<file path="config.mk">
export PLATFORM = sky130hd
export DESIGN_NAME = rgb_pwm_gen
export DESIGN_NICKNAME = d
export VERILOG_FILES = /design/src/rtl/rgb_pwm_gen.sv
export SDC_FILE = /design/constraint.sdc
export NUM_CORES = 1
export LEC_CHECK = 0
export ABC_CLOCK_PERIOD_IN_PS = 2500
export CAP_MARGIN = 40
export CORE_AREA = 8 8 109 111
export CTS_BUF_LIST = sky130_fd_sc_hd__clkbuf_4
export CTS_CLUSTER_SIZE = 16
export DETAILED_ROUTE_END_ITERATION = 12
export DIE_AREA = 0 0 117 119
export GPL_TIMING_DRIVEN = 1
export PLACE_DENSITY_LB_ADDON = 0.25
export SLEW_MARGIN = 20
export SYNTH_ARGS = -nofsm -noshare
export SYNTH_HDL_FRONTEND = slang
export SYNTH_SLANG_ARGS = --single-unit
</file>
<file path="constraint.sdc">
create_clock -name clk_div -period 2.5 [get_ports clk_div]
set_clock_uncertainty 0.05 [all_clocks]
set_input_delay 0.5 -clock clk_div [delete_from_list [all_inputs] [get_ports clk_div]]
set_output_delay 0.5 -clock clk_div [all_outputs]
set_load 0.005 [all_outputs]
</file>
<file path="src/rtl/rgb_pwm_gen.sv">
// Three-channel 8-bit PWM generator with double-buffered duty registers and period strobe.
// Optional build macro RGB_PWM_PHASE_EN staggers the channel compare phases by 0/85/170 steps.
module rgb_pwm_gen #(
    parameter int unsigned PRESCALE = 1
) (
    input  logic       clk_div,
    input  logic       rst,
    input  logic       en,
    input  logic       duty_load,
    input  logic [7:0] r_duty,
    input  logic [7:0] g_duty,
    input  logic [7:0] b_duty,
    output logic       pwm_r,
    output logic       pwm_g,
    output logic       pwm_b,
    output logic       period_start,
    output logic       update_pending
);

    localparam logic [15:0] PCNT_MAX = 16'(PRESCALE - 1);

    logic [15:0] pcnt;
    logic [7:0]  cnt;
    logic        tick;
    logic        boundary;

    logic [7:0]  duty_in [3];
    logic [7:0]  pend    [3];
    logic [7:0]  act     [3];
    logic [2:0]  pwm_next;
    logic [2:0]  pwm_q;

    function automatic logic [7:0] phase_off(input int unsigned ch);
`ifdef RGB_PWM_PHASE_EN
        case (ch)
            1:       phase_off = 8'd85;
            2:       phase_off = 8'd170;
            default: phase_off = 8'd0;
        endcase
`else
        phase_off = 8'd0;
`endif
    endfunction

    assign duty_in[0] = r_duty;
    assign duty_in[1] = g_duty;
    assign duty_in[2] = b_duty;

    assign tick     = en && (pcnt == PCNT_MAX);
    assign boundary = tick && (cnt == 8'hFF);

    always_ff @(posedge clk_div or posedge rst) begin
        if (rst) begin
            pcnt <= '0;
            cnt  <= '0;
        end else if (!en) begin
            pcnt <= '0;
            cnt  <= '0;
        end else if (tick) begin
            pcnt <= '0;
            cnt  <= cnt + 8'd1;
        end else begin
            pcnt <= pcnt + 16'd1;
        end
    end

    // While idle, a load bypasses pending so active tracks the new duty on the next cycle.
    always_ff @(posedge clk_div or posedge rst) begin
        if (rst) begin
            for (int unsigned ch = 0; ch < 3; ch++) begin
                pend[ch] <= '0;
                act[ch]  <= '0;
            end
            update_pending <= 1'b0;
        end else begin
            for (int unsigned ch = 0; ch < 3; ch++) begin
                if (!en)
                    act[ch] <= duty_load ? duty_in[ch] : pend[ch];
                else if (boundary)
                    act[ch] <= pend[ch];
                if (duty_load)
                    pend[ch] <= duty_in[ch];
            end
            if (!en)
                update_pending <= 1'b0;
            else if (duty_load)
                update_pending <= 1'b1;
            else if (boundary)
                update_pending <= 1'b0;
        end
    end

    always_comb begin
        pwm_next = '0;
        for (int unsigned ch = 0; ch < 3; ch++) begin
            pwm_next[ch] = en && ((cnt - phase_off(ch)) < act[ch]);
        end
    end

    always_ff @(posedge clk_div or posedge rst) begin
        if (rst) begin
            pwm_q        <= '0;
            period_start <= 1'b0;
        end else begin
            pwm_q        <= pwm_next;
            period_start <= boundary;
        end
    end

    assign pwm_r = pwm_q[0];
    assign pwm_g = pwm_q[1];
    assign pwm_b = pwm_q[2];

endmodule
</file>
# --- After elaboration in Yosys (flattened, before gate mapping) ---
# Index checks and enable logic that the tools add are counted.
totals:
  output_inout_bits: 5
  ff_bits: 77
  input_bits: 28
op_classes:
  n_eq_ne: 4
  addsub: 2
  n_reduce_logical: 6
  magnitude_cmp: 3
  n_mux: 16
op_table:
  columns: ["operator", "count"]
  rows:
  - ["2-to-1 mux 8 bit", 11]
  - ["2-to-1 mux 16 bit", 2]
  - ["less-than comparator 8 bit", 3]
  - ["adder 16 x 1 -> 16 bit (second input constant)", 1]
  - ["zero test 16 bit", 1]
  - ["adder 8 x 1 -> 8 bit (second input constant)", 1]
  - ["== test 8 bit (second input constant)", 1]
  - ["logical AND 1 bit", 5]
  - ["!= test 2 x 1 -> 1 bit (second input constant)", 2]
  - ["2-to-1 mux 1 bit", 3]
  - ["!= test 3 x 1 -> 1 bit (second input constant)", 1]

# --- Longest topological paths before layout ---
# Gate-level depths: netlist (run 1).
logic_depth:
  word_depth: 6
  ltp_mapped: 8
  mapped_depth_nobuf: 6

# --- Least setup slack after synthesis (run 1) ---
# Ideal clock, no wire load.
synth_path:
  path_type: "reg-to-reg"
  start: "reg pcnt[0]"
  end: "reg cnt[4]"
  n_path_buf: 1
  setup_slack_ns: 0.778
  stages_incl_launch_ff: 8
  arrival_time_ns: 1.594
  required_ns: 2.372
  path_cell_list: "dfrtp_1 inv_1 ha_1 nor4b_4 nand4_1 buf_2 or4_1 a21oi_1"
synth_between:
  elab_chain_cells: 3
synth_lines:
  columns: ["element", "line_no", "text"]
  rows:
  - ["start: declaration", "22", "logic [15:0] pcnt;"]
  - ["start signal: assignment", "63", "pcnt <= pcnt + 16'd1;"]
  - ["zero test 16 bit", "49", "assign tick = en && (pcnt == PCNT_MAX);"]
  - ["logical AND 1 bit", "49", null]
  - ["!= test 2 x 1 -> 1 bit (no line)", null, null]
  - ["end signal: assignment", "61", "cnt <= cnt + 8'd1;"]
  - ["end: declaration", "23", "logic [7:0] cnt;"]
# Every way passes these cells.
# A chain may end at the register's enable or synchronous reset.

# --- Final worst setup path (run 1) ---
layout_path:
  start: "reg cnt[1]"
  end: "reg act[11] (netlist bit)"
layout_between:
  elab_chain_cells: 3
layout_lines:
  columns: ["element", "line_no", "text"]
  rows:
  - ["== test 8 bit", "50", "assign boundary = tick && (cnt == 8'hFF);"]
  - ["logical AND 1 bit", "50", null]
  - ["!= test 2 x 1 -> 1 bit (no line)", null, null]
  - ["end signal: indexed assignment", "78", "act[ch] <= duty_load ? duty_in[ch] : pend[ch];"]
  - ["end signal: indexed assignment", "80", "act[ch] <= pend[ch];"]
  - ["end: declaration", "29", "logic [7:0] act [3];"]
# Every way passes these cells.

==> metrics.log, run 1 <==
INFO  metric status = complete, no violations
INFO  metric synthesis.nets = 449
INFO  metric critical-path-max-stage-delay = 0.66 ns
INFO  metric fillCellCount = 1008
INFO  metric setup_repair_after_global_routing_missed_its_margin = false
INFO  metric layout.cells.non_filler = 564
INFO  metric crit_path_cell_trace = ha_1, nand3_1, or2_1, o21ai_0, a31oi_1
INFO  metric tritoncts_buffers = 9
INFO  metric clock_transition_at_the_registers_of_the_reported_paths = 0.12 ns
INFO  metric antenna_found_initial = 0
INFO  metric cp_max_fo = 26
INFO  metric fp.dieW = 117 microns
INFO  metric clock_tree_from_tritoncts = built
INFO  metric place_worst_setup_slack = 0.441 ns
INFO  metric count_of_antenna_diodes_in_the_layout = 0
INFO  metric global_route_wire_length_before_repair = 15.5 mm
INFO  metric routedWlPerCell = 15.8 microns
INFO  metric crit_slowest_cell = or2_1
INFO  metric drtIter0Drc = 169
INFO  metric design.core.area = 0.0101 sq mm
INFO  metric r2r_slack = 0.44 ns
INFO  metric ys_warn_count = 0
INFO  metric die_height = 119 microns
INFO  metric synth_seq_area_share = 48.5%
INFO  metric worst_hold_slack = 0.444 ns
INFO  metric fin_nets = 476
INFO  metric synth_cell_type_count = 33
INFO  metric cts_resized = 0
INFO  metric standby_leakage_power = 1.99 nW
INFO  metric timing.critical_path.from_type = flop
INFO  metric crit_type = reg2reg
INFO  metric number_of_flops_mapped_to_enable_cells_by_yosys = 0
INFO  metric synthesis.area_per_instance = 10.0 sq um
INFO  metric floorplan.initialDensity = 39.3%
INFO  metric cts_setup_buffers = 0
INFO  metric flow.area_growth_from_synthesis = 15.3%
INFO  metric io_buffers = 32
INFO  metric timing.hold.worst.class = in2async
INFO  metric largest_net_degree_at_the_start_of_global_routing = 44
INFO  metric synthFlopType = dfrtp_1
INFO  metric asyncSetResetFlopFracSynth = 100%
INFO  metric clk_root_buffer_cell = clkbuf_4
INFO  metric clock_latency = 0.42 ns
INFO  metric num_io_pins = 33
INFO  metric critical_path.endpoint_type = flop
INFO  metric crit-reg2reg-launch = cnt[1]
INFO  metric worst_ep_arrival_time = 2.35 ns
INFO  metric placement_rows = 37
INFO  metric slew-limit-headroom = 43.8%
INFO  metric finalHoldViolCount = 0
INFO  metric detailed_place_hpwl = 6.10 mm
INFO  metric finalPower = 2.44 mW
INFO  metric power.density = 533 mW/mm^2
INFO  metric route.detailed.drc = 0
INFO  metric startpoint = cnt[1]
INFO  metric mappedNetlistArea = 0.00397 sq mm
INFO  metric hold_buffers = 0
INFO  metric finish.utilization = 45.3%
INFO  metric clockBufferDepth = 2
INFO  metric dr.pass1.iters = 4
INFO  metric route.final.wire_length = 8.91 mm
INFO  metric final_max_slew_viol_count = 0
INFO  metric worst_ep_required = 2.79 ns
INFO  metric numClockSinks = 77
INFO  metric worst_slack = 0.440 ns
INFO  metric dr_total_vias = 3042
INFO  metric r2r_endpoint = act[11]
INFO  metric placement.cell_area = 0.00445 sq mm
INFO  metric die-area = 0.0139 sq mm
INFO  metric globalRouteTotalUtil = 13.8%
INFO  metric layout_commonest_cell = dfrtp_1
INFO  metric max_cap_violations = 0
INFO  metric ant_nets = 0
INFO  metric final_layout_size_suffix_gt1_share = 11.9%
INFO  metric synth.ff_latch_count = 77
INFO  metric place.gp.congestion = 0.798
INFO  metric final_cell_mix = dfrtp_1 (77), nor2_1 (41), nand3_1 (32), clkdlybuf4s50_1 (32), inv_1 (28)
INFO  metric avgViaCountPerCell = 5.39
INFO  metric final_setup_violation_count = 0
INFO  metric dpl.cell_count = 549
INFO  metric setup_tns = 0 ns
INFO  metric gr-total-overflow = 0
INFO  metric timing.reg2reg.worst_path_depth = 5
INFO  metric power.ir.vdd_worst = 0.000264 V
INFO  metric via_count_of_the_first_global_routing_pass = 3229
INFO  metric synthesis.instances = 397
INFO  metric final_worst_path_period_share = 82.4%
INFO  metric min_period = 2.06 ns
INFO  metric htree_num_levels = 3
INFO  metric post-route-cell-area = 0.00458 sq mm
INFO  metric max_freq = 485 MHz
INFO  metric timing_worst_slew_pin_value = 0.842 ns
INFO  metric worstSetupEndpoint = act[11]
==> registers in the layout, indices dropped and copies added, names as in the netlist <==
register and cells:
cnt 8, pend 24, update_pending 1, pcnt 16, period_start 1, act 24, pwm_q 3
==> final cells by class <==
cell class | count | area, sq um | share of cell area [%]
well taps | 136 | 170 | 3.72
flip-flops and latches | 77 | 1930 | 42.1
inverters | 29 | 113 | 2.46
repair buffers | 41 | 413 | 9.02
multi-input cells | 266 | 1830 | 40.0
clock inverters | 6 | 55.1 | 1.20
clock buffers | 9 | 67.6 | 1.48
==> per-layer routing <==
layer / vias up / wire, microns / global-route usage, %
met1: 1508 / 4260 / 18.2
met4: 0 / 129 / 4.56
met2: 48 / 4220 / 21.7
met5: - / 0 / 0
met3: 13 / 292 / 3.13
li1: 1473 / - / -
==> critical path: cells and delay by family, from the launching register on <==
kind                     cells  cell delay, ns
AND/OR/NAND/NOR              2            0.74
flip-flops                   1            0.48
AO/OA/AOI/OAI                2            0.45
adder cells (fa/ha/maj)      1            0.25
==> synthesized netlist by cell type, types with 8 or more instances <==
master    count  area share, %
buf_2         8            1.0
a21oi_1       8            1.0
mux2_2       24            6.8
clkbuf_1     17            1.6
dfrtp_1      77             49
nor2_1       41            3.9
a31oi_1      24            3.8
nand2_1       9           0.85
o21ai_0      25            3.2
ha_1         24            7.6
inv_1        29            2.7
nand3_1      32            4.0
nand4_1       9            1.4
xor2_1        9            2.0
==> how the worst min path moves through the flow <==
stage                  from       to  slack [ns]  depth (start not counted)
detailed placement  pcnt[0]  pcnt[0]        0.46                          1
global route            rst  pcnt[4]        0.48                          2
finish                  rst  pcnt[5]        0.44                          2
CTS                     rst  pcnt[7]        0.46                          2
floorplan           pcnt[0]  pcnt[0]        0.42                          1
global placement    pcnt[0]  pcnt[0]        0.44                          1
==> cell families (layout without fill, tap and decap cells) <==
family,after synthesis,in the layout,share of synthesized area (%)
flops,77,77,48.5
xor+xnor,15,15,3.31
compound gates,81,81,12.3
mux,24,24,6.81
simple gates,122,122,16.1
fa+ha+maj,24,24,7.56
buf+inv,54,85,5.36
==> where the power goes <==
part	switching, mW	leakage (nW)	internal, mW
combinational	0.160	0.979	0.163
clock	0.433	0.0666	0.290
sequential	0.0543	0.943	1.34
Power figures use the tool's default switching activity.
==> run 2: changes to the inputs <==
--- a/config.mk
+++ b/config.mk
@@ -5,7 +5,7 @@
 export SDC_FILE = /design/constraint.sdc
 export NUM_CORES = 1
 export LEC_CHECK = 0
-export ABC_CLOCK_PERIOD_IN_PS = 2500
+export ABC_CLOCK_PERIOD_IN_PS = 1650
 export CAP_MARGIN = 40
 export CORE_AREA = 8 8 109 111
 export CTS_BUF_LIST = sky130_fd_sc_hd__clkbuf_4
==> constraint.sdc (replaced) <==
create_clock -name clk_div -period 1.65 [get_ports clk_div]
set_clock_uncertainty 0.05 [all_clocks]
set_input_delay 0.33 -clock clk_div [delete_from_list [all_inputs] [get_ports clk_div]]
set_output_delay 0.33 -clock clk_div [all_outputs]
set_load 0.005 [all_outputs]
==> run 2 against run 1 <==
Compared with the run above:
- the flow now finishes with violations (setup timing)
- critical path depth is 2 higher
- core utilization is 4.4 points higher
- hold slack worse by 0.24 ns
- flip-flop and latch count stayed put
- wire length is 2.3% higher
- die area did not move
- cell count grew 5.9%
- largest cell class unchanged
- largest power group unchanged
==> metrics.log, run 2 (synthesis gave the netlist of run 1 again) <==
INFO  metric status = complete, but fails checks
INFO  metric failing_checks = setup timing
INFO  metric clock_tree_from_tritoncts = built
INFO  metric slew-limit-headroom = 67.4%
INFO  metric final_setup_violation_count = 47
INFO  metric finalHoldViolCount = 0
INFO  metric power.ir.vdd_worst = 0.000428 V
INFO  metric setup_tns = -4.70 ns
INFO  metric die_height = 119 microns
INFO  metric place.gp.congestion = 0.802
INFO  metric io_buffers = 32
INFO  metric worst_ep_required = 1.95 ns
INFO  metric final_cell_mix = dfrtp_1 (74), nor2_1 (41), buf_4 (33)
INFO  metric largest_net_degree_at_the_start_of_global_routing = 78
INFO  metric layout_commonest_cell = dfrtp_1
INFO  metric global_route_wire_length_before_repair = 15.8 mm
INFO  metric timing_worst_slew_pin_value = 0.488 ns
INFO  metric cp_max_fo = 8
INFO  metric fin_nets = 508
INFO  metric ant_nets = 0
INFO  metric power.density = 809 mW/mm^2
INFO  metric worst_slack = -0.214 ns
INFO  metric hold_path_depth = 2
INFO  metric timing.hold.worst.class = in2reg
INFO  metric drtIter0Drc = 110
INFO  metric floorplan.initialDensity = 39.3%
INFO  metric placement_rows = 37
INFO  metric crit_type = reg2reg
INFO  metric die-area = 0.0139 sq mm
INFO  metric worst_ep_arrival_time = 2.16 ns
INFO  metric detailed_place_hpwl = 6.10 mm
INFO  metric final_worst_path_period_share = 113%
INFO  metric post-route-cell-area = 0.00502 sq mm
INFO  metric largest_registers = act x24, pend x24, pcnt x16
INFO  metric via_count_of_the_first_global_routing_pass = 3174
INFO  metric fillCellCount = 952
INFO  metric flow.area_growth_from_synthesis = 26.5%
INFO  metric antenna_found_initial = 1
INFO  metric timing.reg2reg.worst_path_depth = 7
INFO  metric worst_hold_slack = 0.208 ns
INFO  metric numClockSinks = 77
INFO  metric num_io_pins = 33
INFO  metric design.core.area = 0.0101 sq mm
INFO  metric clockBufferDepth = 2
INFO  metric clock_latency = 0.43 ns
INFO  metric max_cap_violations = 0
INFO  metric globalRouteTotalUtil = 14.2%
INFO  metric timing.critical_path.from_type = flop
INFO  metric clk_root_buffer_cell = clkbuf_4
INFO  metric finish.utilization = 49.8%
INFO  metric dr_total_vias = 3150
INFO  metric tritoncts_buffers = 9
INFO  metric min_period = 1.86 ns
INFO  metric placement.cell_area = 0.00472 sq mm
INFO  metric critical_path.endpoint_type = flop
INFO  metric gr-total-overflow = 0
INFO  metric standby_leakage_power = 2.26 nW
INFO  metric finalPower = 4.06 mW
INFO  metric clock_transition_at_the_registers_of_the_reported_paths = 0.14 ns
INFO  metric setup_repair_after_global_routing_missed_its_margin = true
INFO  metric route.final.wire_length = 9.11 mm
INFO  metric route.detailed.drc = 0
INFO  metric routedWlPerCell = 15.3 microns
INFO  metric fp.dieW = 117 microns
INFO  metric avgViaCountPerCell = 5.28
INFO  metric final_max_slew_viol_count = 0
INFO  metric htree_num_levels = 3
INFO  metric max_freq = 536 MHz
INFO  metric dr.pass1.iters = 5
INFO  metric final_layout_size_suffix_gt1_share = 23.5%
==> run 2: cell count changes in the layout (fill, tap and decap cells not counted), sizes merged <==
cell           before  now
clkdlybuf4s50      32   26
dlygate4sd2         0    5
diode               0    1
clkinv              4    3
clkinvlp            2    1
buf                 9   42
bufinv              1    3
==> run 2: what timing repair did <==
action / CTS / global route
pin swaps: 4 / 2
resized for setup: 27 / 24
hold buffers: 0 / 0
cloned: 1 / 0
endpoints found under the setup margin: 56 / 52
buffers inserted: 1 / 1
==> run 2: report_power, final <==
group          internal [mW]  total, mW  switching, mW
clock                  0.762       1.44          0.679
combinational          0.269      0.521          0.252
sequential              2.03       2.10         0.0759
total                   3.06       4.06           1.01
==> run 2: layer usage <==
metal  share of wire (%)  track usage (%)
met2                  47             21.7
met1                  49             19.2
met3                 3.0             3.03
met5                   0                0
met4                 1.1             5.60
==> run 2: per-stage QoR <==
stage	worst slack, ns	std cells
after floorplan	-0.0717	397
after global placement	-0.259	578
after detailed placement	-0.281	578
after CTS	-0.207	595
after global routing	-0.312	597
final	-0.214	597
==> run 2: final timing paths <==
| path | endpoint | slack, ns | from |
|---|---|---|---|
| worst max-delay path | cnt[3] | -0.21 | pcnt[0] |
| worst min-delay path | act[5] | 0.21 | en |
| worst max register to register | cnt[3] | -0.21 | pcnt[0] |
| worst min register to register | pend[23] | 0.49 | pend[23] |
| max in group asynchronous | act[17] | 0.92 | rst |
| min in group asynchronous | pcnt[3] | 0.31 | rst |
==> run 2: cell type report <==
| type | count | area [sq um] | area share (%) |
|---|---|---|---|
| Antenna cell | 1 | 2.50 | 0.0498 |
| Clock buffer | 9 | 67.6 | 1.35 |
| Clock inverter | 6 | 113 | 2.24 |
| Inverter | 29 | 113 | 2.24 |
| Multi-Input combinational cell | 266 | 1910 | 38.0 |
| Sequential cell | 77 | 1930 | 38.4 |
| Tap cell | 136 | 170 | 3.39 |
| Timing Repair Buffer | 73 | 716 | 14.3 |
==> run 2: worst max-delay path: stages, from the launching register on <==
cell	delay (ns)
dfrtp_1	0.39
inv_1	0.06
ha_1	0.14
nor4b_4	0.24
nand4_1	0.14
buf_6	0.16
or4_4	0.47
a21oi_2	0.15
